--- src/rtl/load_store_unit.sv ---
// load_store_unit: single-outstanding load/store bridge between the execute
// stage and a word-addressed data memory with byte-lane masks.
// A request is captured in IDLE, the memory strobe is held for
// WAIT_CYCLES+1 cycles in ACCESS, and the response waits in RESP until the
// core accepts it.
// Build option: define LSU_MISALIGN_TRAP_EN to report misaligned half/word
// accesses as errors (no strobe). Without it, such accesses are forced
// aligned and executed normally.
module load_store_unit #(
  parameter int unsigned WAIT_CYCLES = 0,
  parameter logic [31:0] RESET_RDATA = 32'h0000_0000
) (
  input  logic        clk,
  input  logic        rst,
  input  logic        req_valid,
  output logic        req_ready,
  input  logic        req_we,
  input  logic [2:0]  req_funct3,
  input  logic [31:0] req_addr,
  input  logic [31:0] req_wdata,
  output logic        rsp_valid,
  input  logic        rsp_ready,
  output logic [31:0] rsp_rdata,
  output logic        rsp_err,
  output logic        mem_read,
  output logic        mem_write,
  output logic [29:0] mem_address,
  output logic [3:0]  mem_mask,
  output logic [31:0] mem_wdata,
  input  logic [31:0] mem_rdata
);

  localparam logic [1:0] ST_IDLE   = 2'b00;
  localparam logic [1:0] ST_ACCESS = 2'b01;
  localparam logic [1:0] ST_RESP   = 2'b10;

  // Last value of the ACCESS cycle counter before moving to RESP.
  localparam logic [3:0] WAIT_LAST = 4'(WAIT_CYCLES);

  logic [1:0]  state_reg, state_next;
  logic        we_reg;
  logic [2:0]  funct3_reg;
  logic [31:0] addr_reg;
  logic [3:0]  mask_reg;
  logic [31:0] wdata_reg;
  logic [3:0]  wait_cnt_reg;
  logic [31:0] rdata_reg;
  logic        err_reg;

  logic        f3_legal;
  logic        is_half;
  logic        is_word;
  logic        skip_access;
  logic [31:0] eff_addr;
  logic [3:0]  req_mask;
  logic [31:0] req_lanes;
  logic        accept;
  logic        access_last;

  logic [7:0]  lane_byte [4];
  logic [7:0]  load_byte;
  logic [15:0] load_half;
  logic [31:0] load_ext;

`ifdef LSU_MISALIGN_TRAP_EN
  logic        misaligned;
`endif

  // Decode the incoming request: legality, effective address, lane mask and
  // lane-replicated store data.
  always_comb begin
    f3_legal = (req_funct3 == 3'b000) || (req_funct3 == 3'b001) ||
               (req_funct3 == 3'b010) || (req_funct3 == 3'b100) ||
               (req_funct3 == 3'b101);
    is_half  = (req_funct3[1:0] == 2'b01);
    is_word  = (req_funct3[1:0] == 2'b10);
    eff_addr = req_addr;
`ifdef LSU_MISALIGN_TRAP_EN
    misaligned  = (is_half && req_addr[0]) || (is_word && (req_addr[1:0] != 2'b00));
    skip_access = !f3_legal || misaligned;
`else
    // Misaligned halves/words silently drop the offending low address bits.
    skip_access = !f3_legal;
    if (is_half) begin
      eff_addr[0] = 1'b0;
    end else if (is_word) begin
      eff_addr[1:0] = 2'b00;
    end
`endif
    case (req_funct3[1:0])
      2'b00:   req_mask = 4'b0001 << eff_addr[1:0];
      2'b01:   req_mask = eff_addr[1] ? 4'b1100 : 4'b0011;
      2'b10:   req_mask = 4'b1111;
      default: req_mask = 4'b0000;
    endcase
    case (req_funct3[1:0])
      2'b00:   req_lanes = {4{req_wdata[7:0]}};
      2'b01:   req_lanes = {2{req_wdata[15:0]}};
      default: req_lanes = req_wdata;
    endcase
  end

  assign accept      = (state_reg == ST_IDLE) && req_valid;
  assign access_last = (state_reg == ST_ACCESS) && (wait_cnt_reg == WAIT_LAST);

  // Split the memory word into byte lanes for load extraction.
  genvar gi;
  generate
    for (gi = 0; gi < 4; gi++) begin : g_lane
      assign lane_byte[gi] = mem_rdata[8*gi +: 8];
    end
  endgenerate

  // Select the addressed byte/half and sign- or zero-extend it.
  always_comb begin
    load_byte = lane_byte[addr_reg[1:0]];
    load_half = addr_reg[1] ? mem_rdata[31:16] : mem_rdata[15:0];
    case (funct3_reg)
      3'b000:  load_ext = {{24{load_byte[7]}}, load_byte};
      3'b100:  load_ext = {24'h000000, load_byte};
      3'b001:  load_ext = {{16{load_half[15]}}, load_half};
      3'b101:  load_ext = {16'h0000, load_half};
      default: load_ext = mem_rdata;
    endcase
  end

  // Next-state logic for IDLE -> ACCESS -> RESP -> IDLE.
  always_comb begin
    state_next = state_reg;
    case (state_reg)
      ST_IDLE: begin
        if (req_valid) begin
          state_next = skip_access ? ST_RESP : ST_ACCESS;
        end
      end
      ST_ACCESS: begin
        if (access_last) begin
          state_next = ST_RESP;
        end
      end
      ST_RESP: begin
        if (rsp_ready) begin
          state_next = ST_IDLE;
        end
      end
      default: state_next = ST_IDLE;
    endcase
  end

  // State register; async reset drops the strobes immediately.
  always_ff @(posedge clk or negedge rst) begin
    if (!rst) begin
      state_reg <= ST_IDLE;
    end else begin
      state_reg <= state_next;
    end
  end

  // Capture the request fields; they stay stable through ACCESS and RESP.
  always_ff @(posedge clk or negedge rst) begin
    if (!rst) begin
      we_reg     <= 1'b0;
      funct3_reg <= 3'b000;
      addr_reg   <= 32'h0000_0000;
      mask_reg   <= 4'b0000;
      wdata_reg  <= 32'h0000_0000;
    end else if (accept) begin
      we_reg     <= req_we;
      funct3_reg <= req_funct3;
      addr_reg   <= eff_addr;
      mask_reg   <= skip_access ? 4'b0000 : req_mask;
      wdata_reg  <= skip_access ? 32'h0000_0000 : req_lanes;
    end
  end

  // Count ACCESS cycles; zero whenever outside ACCESS so each entry starts fresh.
  always_ff @(posedge clk or negedge rst) begin
    if (!rst) begin
      wait_cnt_reg <= 4'd0;
    end else if ((state_reg == ST_ACCESS) && !access_last) begin
      wait_cnt_reg <= wait_cnt_reg + 4'd1;
    end else begin
      wait_cnt_reg <= 4'd0;
    end
  end

  // Response data/error: loaded on entry to RESP, returned to idle value on handshake.
  always_ff @(posedge clk or negedge rst) begin
    if (!rst) begin
      rdata_reg <= RESET_RDATA;
      err_reg   <= 1'b0;
    end else if (accept && skip_access) begin
      rdata_reg <= 32'h0000_0000;
      err_reg   <= 1'b1;
    end else if (access_last) begin
      rdata_reg <= we_reg ? 32'h0000_0000 : load_ext;
      err_reg   <= 1'b0;
    end else if ((state_reg == ST_RESP) && rsp_ready) begin
      rdata_reg <= RESET_RDATA;
      err_reg   <= 1'b0;
    end
  end

  assign req_ready   = (state_reg == ST_IDLE);
  assign rsp_valid   = (state_reg == ST_RESP);
  assign rsp_rdata   = rdata_reg;
  assign rsp_err     = err_reg;
  assign mem_read    = (state_reg == ST_ACCESS) && !we_reg;
  assign mem_write   = (state_reg == ST_ACCESS) && we_reg;
  assign mem_address = addr_reg[31:2];
  assign mem_mask    = mask_reg;
  assign mem_wdata   = wdata_reg;

endmodule

--- config.mk ---
export PLATFORM = sky130hd
export DESIGN_NAME = load_store_unit
export DESIGN_NICKNAME = d
export VERILOG_FILES = /design/src/rtl/load_store_unit.sv
export SDC_FILE = /design/constraint.sdc
export NUM_CORES = 1
export LEC_CHECK = 0
export ABC_AREA = 1
export ABC_CLOCK_PERIOD_IN_PS = 1600
export CORE_MARGIN = 2
export CORE_UTILIZATION = 45
export CTS_CLUSTER_DIAMETER = 100
export CTS_CLUSTER_SIZE = 16
export DETAILED_ROUTE_END_ITERATION = 10
export PLACE_DENSITY = 0.81
export SYNTH_ARGS = -nofsm -noshare
export SYNTH_HDL_FRONTEND = slang
export SYNTH_SLANG_ARGS = --single-unit
--- constraint.sdc ---
create_clock -name clk -period 1.6 [get_ports clk]
set_input_delay 0.24 -clock clk [delete_from_list [all_inputs] [get_ports clk]]
set_output_delay 0.24 -clock clk [all_outputs]
set_load 0.005 [all_outputs]
==> impl_metrics.env, run 1 <==
export IMPL_run_status="finished clean"
export IMPL_synth_seq_cells=111
export IMPL_synth_distinct_cells=27
export IMPL_portion_of_the_clock_cycle_consumed_by_the_worst_path_in_the_final_layout_pct=97.0
export IMPL_cp_top_family="buffers and inverters"
export IMPL_fin_worst_hold_slack_ns=0.338
export IMPL_filler_cell_count=976
export IMPL_clock_latency_ns=0.36
export IMPL_max_cap_violations=0
export IMPL_clock_tree_buffer_depth=2
export IMPL_design_final_nets=1056
export IMPL_dp_worst_setup_slack_ns=-0.325
export IMPL_timing_final_max_slew_violations=0
export IMPL_final_setup_viol_count=0
export IMPL_antenna_violations_before_repair=0
export IMPL_grt_overflow_total=0
export IMPL_synth_nets=865
export IMPL_vdd_drop_max_mv=0.832
export IMPL_critical_path_required_ns=1.36
export IMPL_worst_slack_ns=0.0478
export IMPL_timing_hold_violations_final=0
export IMPL_final_cells=1123
export IMPL_main_combinational_cell_family_by_area_after_synthesis="simple AND/OR/NAND/NOR gates"
export IMPL_crit_chain="clkdlybuf4s50_1"
export IMPL_buffer_ports_inserted=206
export IMPL_start_util_pct=46.5
export IMPL_max_freq_ghz=0.644
export IMPL_grt_pass1_wl_mm=25.4
export IMPL_dieHeight_um=116
export IMPL_start_kind="flip-flop"
export IMPL_synthAdderAreaFrac_pct=0.444
export IMPL_vias_per_cell=4.86
export IMPL_portion_of_netlist_area_occupied_by_mux_cells_pct=0
export IMPL_synthToLayoutAreaGrowth_pct=46.2
export IMPL_floorplan_die_area_um2=13400
export IMPL_post_route_min_period_ns=1.55
export IMPL_unrepaired_setup_endpoints_after_global_routing="no"
export IMPL_postSynthAreaPerCell_um2=7.42
export IMPL_design_portCount=207
export IMPL_design_area_um2=8240
export IMPL_wirelength_mm=16.1
export IMPL_slew_limit_headroom_pct=70.9
export IMPL_ys_warn_count=0
export IMPL_cts_htree_levels=3
export IMPL_layout_drive_gt1_share_pct=8.48
export IMPL_startpoint_to_endpoint_class_of_the_critical_path="reg -> out"
export IMPL_diodes=0
export IMPL_syn_area_um2=5630
export IMPL_routedWlPerCell_um=14.3
export IMPL_synth_simple_gate_area_share_pct=33.7
export IMPL_grt_start_max_net_pins=44
export IMPL_power_per_cell_area_nw_per_um2=1540
export IMPL_worst_endpoint_arrival_ns=1.31
export IMPL_drc=0
export IMPL_detail_route_antenna_nets=0
export IMPL_clkSlewWorstSetupHoldPaths_ns=0.07
export IMPL_cts_buffers_inserted=9
export IMPL_die_width_um=116
export IMPL_max_slew_worst_pin_slew_ns=0.435
export IMPL_synth_compound_area_share_pct=5.84
export IMPL_worstPathMaxFanout=2
export IMPL_first_pass_iters=5
export IMPL_dp_final_hpwl_mm=11.4
export IMPL_core_area_um2=12100
export IMPL_rows=40
export IMPL_grt_util_all_layers_pct=24.3
export IMPL_postSynthCellCount=759
export IMPL_number_of_global_route_vias_before_repair=5341
export IMPL_worst_setup_path_end_kind="primary output"
export IMPL_place_detailed_instances=1100
export IMPL_cts_sink_count=111
export IMPL_worst_setup_skew_after_layout_ns=0.00674
export IMPL_dpl_instance_area_um2=7830
export IMPL_drt_iter0_markers=433
export IMPL_crit_path_max_incr_delay_ns=0.54
export IMPL_power_leakage_uw=0.00419
export IMPL_gpl_final_weighted_congestion=0.858
export IMPL_holdCritPathClass="in -> async"
export IMPL_critPathBufInv=1
export IMPL_cts_tree="done"
export IMPL_cts_root_buffer_cell="clkbuf_16"
export IMPL_synth_xor_area_share_pct=0.311
export IMPL_route_vias_total=5462
export IMPL_seq_area_frac_synth_pct=49.3
export IMPL_crit_slowest_cell="clkdlybuf4s50_1"
-- per-layer routing --
metal | GRT usage, % | wire [um] | vias up
met5 | 0 | 0 | -
met4 | 8.49 | 261 | 0
met3 | 6.69 | 1580 | 19
met2 | 40.4 | 7660 | 257
met1 | 30.7 | 6570 | 2502
li1 | - | - | 2684
-- placed cells by master, fill, tap and decap left out, drive strengths merged --
cell	netlist	final
nand4	1	1
o311ai	1	1
dlygate4sd2	0	3
buf	52	35
nand2	337	337
clkdlybuf4s15	0	1
dfrtp	111	111
nor2	91	92
xnor2	1	1
clkdlybuf4s50	0	201
clkbuf	11	11
nand3	35	35
clkinv	0	2
o211ai	1	1
a22oi	6	6
a21oi	12	12
o21ai	40	40
or2	6	6
nand3b	2	2
dlygate4sd3	0	1
inv	49	53
xor2	1	1
ha	2	2
-- cell type report --
cell class / instances / area, um^2 / share of cell area (%)
clock inverters: 6 / 57.6 / 0.699
well taps: 168 / 210 / 2.55
repair buffers: 242 / 2470 / 30.1
inverters: 49 / 186 / 2.26
multi-input cells: 537 / 2290 / 27.8
flip-flops and latches: 111 / 2780 / 33.7
clock buffers: 10 / 239 / 2.90
-- synth_stat cells, drive strengths merged --
library cell / number / area share, %
nand3b: 2 / 0.27
o21ai: 40 / 3.7
nand4: 1 / 0.11
xor2: 1 / 0.16
o311ai: 1 / 0.16
nor2: 91 / 6.6
inv: 49 / 3.3
o211ai: 1 / 0.13
or2: 6 / 0.67
nand3: 35 / 3.2
buf: 52 / 6.4
xnor2: 1 / 0.16
dfrtp: 111 / 49
a22oi: 6 / 0.80
nand2: 337 / 23
ha: 2 / 0.44
clkbuf: 11 / 0.73
a21oi: 12 / 1.1
-- final timing paths --
| kind | startpoint | endpoint | slack [ns] | cells after the start |
|---|---|---|---|---|
| worst max-delay path | mem_wdata[10] | mem_wdata[10] | 0.05 | 1 |
| worst min-delay path | rst | rsp_rdata[24] | 0.34 | 2 |
| worst max register to register | state_reg[0] | addr_reg[0] | 0.10 | 8 |
| worst min register to register | rsp_rdata[2] | rsp_rdata[2] | 0.48 | 2 |
| max in group asynchronous | rst | mem_mask[2] | 0.73 | 3 |
| min in group clk | req_addr[16] | addr_reg[16] | 0.41 | 3 |
-- repair_timing --
item,in CTS,in global routing
endpoints found under the setup margin,37,36
hold buffers,1,0
hold endpoints to repair,20,0
pin swaps,0,2
resized for setup,9,4
cloned,1,1
setup buffers,2,2
-- metrics by stage --
stage          power (uW)  TNS [ns]  utilization (%)
3_5_place_dp        10200    -11.71             64.6
2_1_floorplan        7420         0                -
3_3_place_gp        10100    -10.26             64.6
6_report            12700         0             68.0
5_1_grt             13600         0             68.0
4_1_cts             12600         0             67.4
-- where the power goes --
group | internal [uW] | switching [uW]
Clock | 1140 | 1100
Combinational | 3130 | 2720
Sequential | 3880 | 679
-- logic make-up (layout without fill, tap and decap cells) --
kind of cell | Yosys count | count (layout)
flip-flops | 111 | 111
buffers and inverters | 112 | 307
AO/OA/AOI/OAI | 60 | 60
XOR/XNOR | 2 | 2
adder cells (fa/ha/maj) | 2 | 2
AND/OR/NAND/NOR | 472 | 473
Note: power is estimated with default switching activity, not from simulation.
==> inputs of run 2 (changes only) <==
==> constraint.sdc (replaced) <==
create_clock -name clk -period 1.6 [get_ports clk]
set_input_delay 0.24 -clock clk [delete_from_list [all_inputs] [get_ports clk]]
set_output_delay 0.24 -clock clk [all_outputs]
set_load 0.02 [all_outputs]
==> impl_metrics.env, run 2 (synthesis gave the netlist of run 1 again) <==
export IMPL_worst_slack_ns=0.0228
export IMPL_cts_tree="done"
export IMPL_vdd_drop_max_mv=0.920
export IMPL_p_int_uw=7980
export IMPL_tns_ns=0
export IMPL_number_of_global_route_vias_before_repair=5314
export IMPL_drt_iter0_markers=400
export IMPL_vias_per_cell=4.87
export IMPL_critical_path_required_ns=1.36
export IMPL_clock_power_share_pct=16.5
export IMPL_post_route_min_period_ns=1.58
export IMPL_unrepaired_setup_endpoints_after_global_routing="no"
export IMPL_route_met2_wl_mm=7.50
export IMPL_clock_tree_buffer_depth=2
export IMPL_portion_of_the_clock_cycle_consumed_by_the_worst_path_in_the_final_layout_pct=98.6
export IMPL_cts_sink_count=111
export IMPL_reg2reg_setup_slack_ns=0.12
export IMPL_post_layout_utilization_of_the_core_pct=68.2
export IMPL_cts_buffers_inserted=9
export IMPL_detail_route_antenna_nets=0
export IMPL_diodes=0
export IMPL_dieHeight_um=116
export IMPL_pwr_share_comb_pct=50.2
export IMPL_crit_chain="clkdlybuf4s50_1"
export IMPL_dp_worst_setup_slack_ns=-0.325
export IMPL_wirelength_mm=15.9
export IMPL_worstPathMaxFanout=2
export IMPL_grt_start_max_net_pins=44
export IMPL_cts_root_buffer_cell="clkbuf_16"
export IMPL_power_leakage_uw=0.00475
export IMPL_drc=0
export IMPL_met1Wirelength_mm=6.61
export IMPL_most_common_layout_cells="nand2_1, clkdlybuf4s50_1, dfrtp_1"
export IMPL_routedWlPerCell_um=14.2
export IMPL_floorplan_die_area_um2=13400
export IMPL_wl_met3_mm=1.51
export IMPL_worst_setup_path_end_kind="primary output"
export IMPL_slew_limit_headroom_pct=71.6
export IMPL_worst_setup_skew_after_layout_ns=0.00955
export IMPL_synthToLayoutAreaGrowth_pct=46.7
export IMPL_max_cap_violations=0
export IMPL_max_slew_worst_pin_slew_ns=0.425
export IMPL_dp_final_hpwl_mm=11.4
export IMPL_route_vias_total=5456
export IMPL_antenna_violations_before_repair=0
export IMPL_regToRegEndpoint="addr_reg[0]"
export IMPL_max_freq_ghz=0.634
export IMPL_first_pass_iters=5
export IMPL_startpoint_to_endpoint_class_of_the_critical_path="reg -> out"
export IMPL_design_final_nets=1053
export IMPL_buffer_ports_inserted=206
export IMPL_fin_worst_hold_slack_ns=0.335
export IMPL_r2r_start="state_reg[0]"
export IMPL_worst_endpoint_arrival_ns=1.34
export IMPL_final_setup_viol_count=0
export IMPL_timing_hold_violations_final=0
export IMPL_crit_path_max_incr_delay_ns=0.61
export IMPL_final_cells=1120
export IMPL_final_common_cell="nand2_1"
export IMPL_worst_r2r_cell_count=7
export IMPL_cp_top_family="buffers and inverters"
export IMPL_run_status="finished clean"
export IMPL_crit_slowest_cell="clkdlybuf4s50_1"
export IMPL_power_switching_fraction_pct=41.5
export IMPL_start_util_pct=46.5
export IMPL_die_width_um=116
export IMPL_grt_pass1_wl_mm=25.2
export IMPL_grt_overflow_total=0
export IMPL_rows=40
export IMPL_cts_htree_levels=3
export IMPL_clkSlewWorstSetupHoldPaths_ns=0.08
export IMPL_design_portCount=207
export IMPL_place_detailed_instances=1100
export IMPL_p_switching_uw=5660
export IMPL_critPathBufInv=1
export IMPL_grt_util_all_layers_pct=24.2
export IMPL_gpl_final_weighted_congestion=0.858
export IMPL_power_per_cell_area_nw_per_um2=1650
export IMPL_start_kind="flip-flop"
export IMPL_power_share_sequential_pct=33.3
export IMPL_timing_final_max_slew_violations=0
export IMPL_layout_drive_gt1_share_pct=8.19
export IMPL_core_area_um2=12100
export IMPL_dr_max_layer_used="met4"
export IMPL_filler_cell_count=967
export IMPL_holdCritPathClass="in -> async"
export IMPL_clock_latency_ns=0.36
## run 2: cell types whose count changed in the layout (fill, tap and decap cells not counted), sizes merged
cell | previous run | this run
clkdlybuf4s50 | 201 | 152
dlymetal6s2s | 0 | 42
clkdlybuf4s15 | 1 | 0
dlygate4sd2 | 3 | 8
## run 2: metal layers
metal / GRT usage (%) / vias up
met5: 0 / -
met4: 8.49 / 0
met3: 6.69 / 21
met2: 40.0 / 241
met1: 30.7 / 2516
li1: - / 2678
## run 2: power groups by stage
stage | Combinational [uW] | Sequential [uW] | Clock (uW)
floorplan | 3340 | 5300 | 0
global placement | 6790 | 4570 | 0
detailed placement | 6920 | 4550 | 0
CTS | 6900 | 4550 | 2280
global route | 7480 | 4660 | 2380
finish | 6850 | 4540 | 2250
## run 2: cell type report
| type | instances | area (um^2) | area share, % |
|---|---|---|---|
| flip-flops and latches | 111 | 2780 | 33.6 |
| multi-input cells | 537 | 2280 | 27.6 |
| inverters | 49 | 184 | 2.23 |
| repair buffers | 239 | 2510 | 30.4 |
| clock inverters | 6 | 57.6 | 0.696 |
| well taps | 168 | 210 | 2.54 |
| clock buffers | 10 | 239 | 2.89 |
## run 2: worst max path at each step
| stage | from | cells past startpoint | end | slack (ns) |
|---|---|---|---|---|
| floorplan | state_reg[0] | 7 | rsp_rdata[3] | 0.16 |
| global placement | req_funct3[2] | 6 | rsp_rdata[18] | -0.27 |
| detailed placement | req_funct3[0] | 6 | rsp_rdata[5] | -0.32 |
| CTS | addr_reg[2] | 1 | mem_address[0] | 0.002 |
| global route | rsp_rdata[21] | 1 | rsp_rdata[21] | 0.00009 |
| finish | mem_wdata[23] | 1 | mem_wdata[23] | 0.02 |
## run 2: through the flow
| step | area, um^2 | power [uW] |
|---|---|---|
| finish | 8260 | 13600 |
| global route | 8260 | 14500 |
| CTS | 8140 | 13700 |
| detailed placement | 7830 | 11500 |
| global placement | 7830 | 11400 |
| floorplan | 5630 | 8640 |
## run 2: repair_timing
action	in CTS	in global routing
endpoints found under the setup margin	44	78
hold buffers	1	0
setup buffers	0	2
pin swaps	0	2
gates cloned	1	0
resized for setup	16	46
hold endpoints to repair	20	0
==> inputs of run 3 (changes only) <==
--- a/config.mk
+++ b/config.mk
@@ -6,7 +6,8 @@
 export NUM_CORES = 1
 export LEC_CHECK = 0
 export ABC_AREA = 1
-export ABC_CLOCK_PERIOD_IN_PS = 1600
+export ABC_CLOCK_PERIOD_IN_PS = 1590
+export CORE_ASPECT_RATIO = 0.75
 export CORE_MARGIN = 2
 export CORE_UTILIZATION = 45
 export CTS_CLUSTER_DIAMETER = 100
==> constraint.sdc (replaced) <==
create_clock -name clk -period 1.59 [get_ports clk]
set_input_delay 0.2385 -clock clk [delete_from_list [all_inputs] [get_ports clk]]
set_output_delay 0.2385 -clock clk [all_outputs]
set_load 0.02 [all_outputs]
==> impl_metrics.env, run 3 (synthesis gave the netlist of run 1 again) <==
export IMPL_worstPathMaxFanout=2
export IMPL_drc=0
export IMPL_clock_latency_ns=0.34
export IMPL_max_freq_ghz=0.634
export IMPL_drt_iter0_markers=261
export IMPL_crit_slowest_cell="clkdlybuf4s50_1"
export IMPL_cts_tree="done"
export IMPL_dieHeight_um=101
export IMPL_worst_setup_skew_after_layout_ns=0.00802
export IMPL_die_width_um=133
export IMPL_synthToLayoutAreaGrowth_pct=45.6
export IMPL_unrepaired_setup_endpoints_after_global_routing="no"
export IMPL_diodes=0
export IMPL_dp_worst_setup_slack_ns=-0.107
export IMPL_filler_cell_count=1035
export IMPL_detail_route_antenna_nets=0
export IMPL_vdd_drop_max_mv=0.769
export IMPL_worst_slack_ns=0.0130
export IMPL_design_final_nets=1048
export IMPL_portion_of_the_clock_cycle_consumed_by_the_worst_path_in_the_final_layout_pct=99.2
export IMPL_cp_top_family="buffers and inverters"
export IMPL_slew_limit_headroom_pct=68.4
export IMPL_max_slew_worst_pin_slew_ns=0.473
export IMPL_grt_util_all_layers_pct=23.9
export IMPL_core_area_um2=12300
export IMPL_crit_chain="clkdlybuf4s50_1"
export IMPL_start_util_pct=45.9
export IMPL_buffer_ports_inserted=206
export IMPL_wirelength_mm=15.6
export IMPL_floorplan_die_area_um2=13400
export IMPL_final_common_cell="nand2_1"
export IMPL_tns_ns=0
export IMPL_rows=35
export IMPL_design_portCount=207
export IMPL_timing_final_max_slew_violations=0
export IMPL_dp_final_hpwl_mm=11.7
export IMPL_critical_path_required_ns=1.35
export IMPL_number_of_global_route_vias_before_repair=5096
export IMPL_layout_drive_gt1_share_pct=7.81
export IMPL_cts_buffers_inserted=9
export IMPL_clkSlewWorstSetupHoldPaths_ns=0.07
export IMPL_power_per_cell_area_nw_per_um2=1650
export IMPL_cts_setup_buffers=0
export IMPL_holdCritPathClass="in -> async"
export IMPL_final_setup_viol_count=0
export IMPL_most_common_layout_cells="nand2_1, clkdlybuf4s50_1, dfrtp_1"
export IMPL_crit_path_max_incr_delay_ns=0.61
export IMPL_run_status="finished clean"
export IMPL_worst_endpoint_arrival_ns=1.34
export IMPL_clock_tree_buffer_depth=2
export IMPL_routedWlPerCell_um=14.0
export IMPL_gpl_final_weighted_congestion=0.896
export IMPL_post_layout_utilization_of_the_core_pct=66.9
export IMPL_post_route_min_period_ns=1.58
export IMPL_max_cap_violations=0
export IMPL_critPathBufInv=1
export IMPL_grt_overflow_total=0
export IMPL_grt_start_max_net_pins=41
export IMPL_start_kind="flip-flop"
export IMPL_power_leakage_uw=0.00474
export IMPL_vias_per_cell=4.86
export IMPL_grt_pass1_wl_mm=25.5
export IMPL_cts_htree_levels=3
export IMPL_antenna_violations_before_repair=0
export IMPL_timing_hold_violations_final=0
export IMPL_worst_setup_path_end_kind="primary output"
export IMPL_cts_sink_count=111
export IMPL_startpoint_to_endpoint_class_of_the_critical_path="reg -> out"
export IMPL_route_vias_total=5414
export IMPL_cts_root_buffer_cell="clkbuf_16"
export IMPL_first_pass_iters=5
==> run 3: layer usage <==
metal	vias up	part of all wire (%)	track usage (%)
li1	2674	-	-
met2	249	46	38.1
met4	0	1.4	6.06
met3	19	9.7	7.44
met1	2472	43	32.1
met5	-	0	0
==> run 3: cell type report <==
type / instances / area [um^2] / area share, %
Timing Repair Buffer: 235 / 2470 / 30.1
Multi-Input combinational cell: 536 / 2270 / 27.7
Inverter: 49 / 184 / 2.24
Clock inverter: 6 / 50.0 / 0.610
Sequential cell: 111 / 2780 / 33.9
Clock buffer: 10 / 239 / 2.91
Tap cell: 166 / 208 / 2.53
==> run 3: final timing paths <==
| check | slack (ns) | cells past startpoint | to | from |
|---|---|---|---|---|
| worst max-delay path | 0.01 | 1 | rsp_rdata[6] | rsp_rdata[6] |
| worst min-delay path | 0.36 | 2 | rsp_rdata[29] | rst |
| worst max register to register | 0.18 | 8 | rsp_rdata[6] | state_reg[0] |
| worst min register to register | 0.47 | 2 | addr_reg[7] | addr_reg[7] |
| max in group asynchronous | 0.73 | 3 | mem_wdata[17] | rst |
| min in group clk | 0.42 | 3 | addr_reg[14] | req_addr[14] |
==> run 3: timing repair <==
action | 4_1_cts | 5_1_grt
hold buffers | 1 | 0
pin swaps | 0 | 1
setup endpoints to repair | 14 | 60
resized for setup | 17 | 46
hold endpoints to repair | 15 | 0
==> run 3: report_power, final <==
group	internal, uW	switching (uW)	total, uW	leakage (uW)
clock network	1130	1090	2230	0.000142
registers	3910	651	4560	0.00144
logic	2920	3840	6770	0.00317
total	7960	5590	13600	0.00474
==> run 3: through the flow <==
step / total power, uW / area (um^2) / cells / hold WS [ns]
3_3_place_gp: 11500 / 7820 / 1096 / 0.145
2_1_floorplan: 8700 / 5630 / 759 / -0.0571
5_1_grt: 14500 / 8200 / 1113 / 0.366
6_report: 13600 / 8200 / 1113 / 0.364
3_5_place_dp: 11600 / 7820 / 1096 / 0.151
4_1_cts: 13700 / 8110 / 1113 / 0.351
